===== config.mk =====
export PLATFORM = sky130hd
export DESIGN_NAME = deserialiser_block_flat
export DESIGN_NICKNAME = d
export VERILOG_FILES = /design/src/rtl/chacha_pkg.sv /design/src/rtl/deserialiser_block_if.sv /design/src/rtl/deserialiser_block.sv /design/src/flat_wrapper.sv
export SDC_FILE = /design/constraint.sdc
export NUM_CORES = 1
export LEC_CHECK = 0
export ABC_CLOCK_PERIOD_IN_PS = 26800
export BUFFER_PORTS_ARGS = -buffer_cell sky130_fd_sc_hd__buf_2
export CORE_AREA = 2 2 216 218
export CTS_CLUSTER_SIZE = 24
export DETAILED_ROUTE_END_ITERATION = 10
export DIE_AREA = 0 0 218 220
export GPL_TIMING_DRIVEN = 0
export HOLD_SLACK_MARGIN = 0.06
export MAX_ROUTING_LAYER = met4
export PLACE_DENSITY = 0.7
export SLEW_MARGIN = 20
export SYNTH_ARGS = -nofsm -noshare
export SYNTH_HDL_FRONTEND = slang
export SYNTH_SLANG_ARGS = --single-unit

===== constraint.sdc =====
create_clock -name clk -period 26.8 [get_ports clk]
set_input_delay 8.04 -clock clk [delete_from_list [all_inputs] [get_ports clk]]
set_output_delay 8.04 -clock clk [all_outputs]
set_load 0.02 [all_outputs]

===== src/rtl/chacha_pkg.sv =====
// Shared types for the 32-bit word serial link and the 4x4 ChaCha state matrix.
//   word_t       - one 32-bit link word
//   state_mtx_t  - 4x4 matrix of words, indexed [row][col]
//   blk_idx()    - maps a word count (0..15) to its matrix position in link order
package chacha_pkg;

    localparam int unsigned BLK_WORDS = 16;

    typedef logic [31:0] word_t;
    typedef word_t [3:0][3:0] state_mtx_t;

    typedef struct packed {
        logic [1:0] row;
        logic [1:0] col;
    } blk_pos_t;

    // Link order runs from [3][3] down to [0][0].
    function automatic blk_pos_t blk_idx(input logic [3:0] cnt);
        blk_pos_t pos;
        pos.row = 2'd3 - cnt[3:2];
        pos.col = 2'd3 - cnt[1:0];
        return pos;
    endfunction

endpackage


===== src/rtl/deserialiser_block_if.sv =====
// Handshake bundle for the deserialiser: serial word input, block output, abort
// and fill status.
//   master - the environment (word source + block consumer)
//   slave  - the deserialiser itself
interface deserialiser_block_if;
    import chacha_pkg::*;

    logic       clear;
    word_t      in_word;
    logic       in_valid;
    logic       in_ready;
    state_mtx_t out_block;
    logic       out_valid;
    logic       out_ready;
    logic [3:0] fill_cnt;

    modport master (
        output clear, in_word, in_valid, out_ready,
        input  in_ready, out_block, out_valid, fill_cnt
    );

    modport slave (
        input  clear, in_word, in_valid, out_ready,
        output in_ready, out_block, out_valid, fill_cnt
    );

endinterface


===== src/rtl/deserialiser_block.sv =====
// Collects 16 serial words into one 4x4 word matrix. The first word lands in
// [3][3], the last in [0][0]. Single block buffer: while the block is held
// (out_valid) input is stalled, except on the drain cycle where a new word may
// be accepted into the next block.
//   clk  - rising-edge clock
//   rst  - asynchronous active-high reset
//   bus  - slave side of deserialiser_block_if (clear, in_*, out_*, fill_cnt)
module deserialiser_block
    import chacha_pkg::*;
#(
    parameter int unsigned WORDS_PER_BLK = 16
) (
    input  logic               clk,
    input  logic               rst,
    deserialiser_block_if.slave bus
);

    if (WORDS_PER_BLK != BLK_WORDS) begin : g_bad_blk_size
        $error("deserialiser_block: WORDS_PER_BLK must be 16");
    end

    typedef enum logic [0:0] {FILL, FULL} deser_state_t;

    deser_state_t state_q, state_d;
    logic [3:0]   cnt_q, cnt_d;
    state_mtx_t   blk_q, blk_d;
    logic         acc;
    blk_pos_t     pos;

    // in_ready depends only on state, out_ready and rst so a source can never
    // see a combinational loop through in_valid.
    assign bus.in_ready  = ~rst & ((state_q == FILL) | bus.out_ready);
    assign bus.out_valid = (state_q == FULL);
    assign bus.out_block = blk_q;
    assign bus.fill_cnt  = cnt_q;

    assign acc = bus.in_valid & bus.in_ready;
    assign pos = blk_idx(cnt_q);

    always_comb begin
        state_d = state_q;
        cnt_d   = cnt_q;
        blk_d   = blk_q;
        if (bus.clear) begin
            // Abort drops the partial or held block; stored words stay stale.
            state_d = FILL;
            cnt_d   = 4'd0;
        end else begin
            if ((state_q == FULL) && bus.out_ready) begin
                state_d = FILL;
            end
            if (acc) begin
                blk_d[pos.row][pos.col] = bus.in_word;
                cnt_d = cnt_q + 4'd1;
                if (cnt_q == 4'd15) begin
                    state_d = FULL;
                end
            end
        end
    end

    always_ff @(posedge clk or posedge rst) begin
        if (rst) begin
            state_q <= FILL;
            cnt_q   <= 4'd0;
            blk_q   <= '0;
        end else begin
            state_q <= state_d;
            cnt_q   <= cnt_d;
            blk_q   <= blk_d;
        end
    end

endmodule


===== src/flat_wrapper.sv =====
// flat-port wrapper written by rule: the top's interface ports become plain ports
module deserialiser_block_flat import chacha_pkg::*;
#(
    parameter int unsigned WORDS_PER_BLK = 16
)
  (clk, rst, bus_clear, bus_in_word, bus_in_valid, bus_out_ready, bus_in_ready, bus_out_block, bus_out_valid, bus_fill_cnt);
  deserialiser_block_if bus_i ();
  input  logic clk;
  input  logic rst;
  input wire logic [$bits(bus_i.clear)-1:0] bus_clear;
  input wire logic [$bits(bus_i.in_word)-1:0] bus_in_word;
  input wire logic [$bits(bus_i.in_valid)-1:0] bus_in_valid;
  input wire logic [$bits(bus_i.out_ready)-1:0] bus_out_ready;
  output wire logic [$bits(bus_i.in_ready)-1:0] bus_in_ready;
  output wire logic [$bits(bus_i.out_block)-1:0] bus_out_block;
  output wire logic [$bits(bus_i.out_valid)-1:0] bus_out_valid;
  output wire logic [$bits(bus_i.fill_cnt)-1:0] bus_fill_cnt;
  assign bus_i.clear = bus_clear;
  assign bus_i.in_word = bus_in_word;
  assign bus_i.in_valid = bus_in_valid;
  assign bus_i.out_ready = bus_out_ready;
  assign bus_in_ready = bus_i.in_ready;
  assign bus_out_block = bus_i.out_block;
  assign bus_out_valid = bus_i.out_valid;
  assign bus_fill_cnt = bus_i.fill_cnt;
  deserialiser_block #(.WORDS_PER_BLK(WORDS_PER_BLK)) u_core (.clk(clk), .rst(rst), .bus(bus_i));
endmodule

==> out/metrics.yaml <==
status:
  run_status: "finished, final reports clean"
final_layout:
  drive_gt1_share_pct: 65.8
  nFillCells: 3827
  mostFrequentLayoutCells: "594 x buf_2, 517 x dfrtp_1, 495 x mux2_2"
  layout.nets: 1826
  fin_util_pct: 54.5
  area_growth_pct: 27.6
  final_common_cell: "buf_2"
route:
  first_iter_violations: 543
  first_pass_iters: 4
  num_vias: 12313
  avgRoutedWirePerCell_um: 23.4
  wl_um: 57000
  antenna_left: 0
  via_per_inst: 5.06
  remaining_drc_errors: 0
clock_tree:
  numCtsBuffers: 54
  htree_num_levels: 2
  clk_pin_slew_ps: 50
  cts_buffer_depth: 3
  clk_latency_ps: 590
  clkSinkCount: 517
  clk_root_buffer_cell: "clkbuf_16"
  cts_setup_buffers: 0
  post_cts_resized: 0
  hold_buffers: 0
  cts_tree: "built"
setup_path:
  crit_path_end_kind: "output pin"
  startpoint_type: "input pin"
  crit_type: "input pin to output pin"
  cp.arrival_ps: 8870
  cp.required_ps: 18760
  cp_max_fo: 9
global_routing:
  antenna_found_initial: 3
  grt_pass1_wl_um: 83300
  grt_use_total_pct: 24.1
  grt_pass1_vias: 12769
  grt_max_degree: 111
  overflow: 0
placed_design:
  port_buffers: 554
  hpwl_um: 41300
  gp_congestion: 0.815
timing:
  finalSetupViolCount: 0
  fin_crit_sh_pct: 63.1
  worst_pin_slew_ps: 817
  finalHoldViolations: 0
  slew_headroom_pct: 45.3
  report.final.slew_viol_count: 0
  fmax_ghz: 0.0591
  min_period_ps: 16910
  hold_slack_ps: 480
  skew_ps: 12.1
  rsz0062_at_grt: "false"
die:
  start_util_pct: 42.7
  row_count: 79
  boundaryPins: 555
  core_area_sq_um: 45900
  die_x_um: 218
  die_h_um: 220
  die-area_sq_um: 48000
yosys:
  synth_top_area_share_pct: 66.0
  syn_area_per_cell_sq_um: 16.8
  syn_area_sq_um: 19600
  ys_ff_latch: 517
  synth_cells: 1170
  syn_nets: 1211
  synth.largest_area_cell: "dfrtp_1"
  synth_area_leaders: "dfrtp_1 66%, mux2_2 28%, buf_2 1.0%"
  synth-warning-count: 0
  yosysSeqAreaShare_pct: 66.0
  ys_types: 29
power_and_ir_drop:
  vdd_drop_max_uv: 47.9
  power_per_cell_area_nw_per_um2: 67.9
  p_leak_nw: 14.3
flow_run:
  drv_cap: 0
worst_hold_path:
  min_path_type: "flip-flop to flip-flop"
## worst paths after layout
path                                             endpoint  cells after the start  slack [ps]                       from
worst max-delay path                         bus_in_ready                      5        9890              bus_out_ready
worst min-delay path            u_core.bus.out_block[114]                      1         480  u_core.bus.out_block[114]
worst max register to register   u_core.bus.out_block[38]                      6       24430     u_core.bus.fill_cnt[0]
worst min register to register  u_core.bus.out_block[114]                      1         480  u_core.bus.out_block[114]
max in group asynchronous       u_core.bus.out_block[185]                      5       17620                        rst
min in group asynchronous       u_core.bus.out_block[447]                      2        7470                        rst
## flip-flops by register name (all words and copies together), names as in the netlist
register and flops:
u_core.bus.fill_cnt 4, u_core.bus.out_block 512, u_core.bus.out_valid 1
## where the power goes
part / switching, mW / internal [mW] / leakage, nW / total (mW)
Sequential: 0.0152 / 0.812 / 7.10 / 0.827
Clock: 0.299 / 0.424 / 0.845 / 0.724
Combinational: 0.0982 / 0.0498 / 6.36 / 0.148
Total: 0.413 / 1.29 / 14.3 / 1.70
## area by class of cell
| type | count | area [sq um] | area share (%) |
|---|---|---|---|
| Inverter | 3 | 18.8 | 0.0751 |
| Clock inverter | 8 | 45.0 | 0.180 |
| Multi-Input combinational cell | 562 | 6210 | 24.8 |
| Sequential cell | 517 | 12900 | 51.7 |
| Timing Repair Buffer | 559 | 2910 | 11.6 |
| Clock buffer | 86 | 1680 | 6.70 |
| Buffer | 88 | 445 | 1.78 |
| Tap cell | 607 | 759 | 3.04 |
| Antenna cell | 2 | 5.00 | 0.0200 |
## layer usage
metal  part of all wire (%)  wire length, um  vias to the layer above  global-route usage [%]
met3                    7.4             4210                      108                    6.78
met4                    3.0             1700                        0                    7.69
met5                      0                0                        -                       -
li1                       -                -                     5375                       -
met1                     41            23200                     6429                    29.6
met2                     49            27800                      401                    38.7
## through the flow
step	std cells	total power [mW]	setup slack, ps	area [sq um]	TNS, ps
2_1_floorplan	1170	0.926	4320	19600	0
5_1_grt	2432	1.76	9800	25000	0
4_1_cts	2430	1.71	9850	25000	0
6_report	2432	1.70	9890	25000	0
3_5_place_dp	2336	0.990	9860	23300	0
3_3_place_gp	2331	0.985	-806	23100	-386750
## synth_stat cells, drive strengths merged
| library cell | n |
|---|---|
| dfrtp | 517 |
| mux2 | 512 |
| buf | 54 |
| clkbuf | 34 |
| nand4 | 8 |
| nor2b | 6 |
| and2 | 4 |
| ha | 4 |
| nand4b | 4 |
| a21oi | 3 |
| inv | 3 |
| nand2b | 3 |
| nand3 | 3 |
| nand2 | 2 |
| nor2 | 2 |
| nor4 | 2 |
| nor4b | 2 |
| o21ai | 2 |
| a31oi | 1 |
| a41o | 1 |
| o21bai | 1 |
| o31ai | 1 |
| or4 | 1 |
## critical path, stage by stage
cell,delay (ps)
buf_2,100
nor2b_1,100
buf_2,290
nor2_1,140
buf_2,190
## logic make-up after synthesis
| group | share of synthesized area, % |
|---|---|
| fa+ha+maj | 0.255 |
| compound gates | 0.287 |
| flops | 66.0 |
| simple gates | 1.70 |
| mux | 29.4 |
| buf+inv | 2.33 |
No activity file was read; power rests on OpenSTA's default activity.
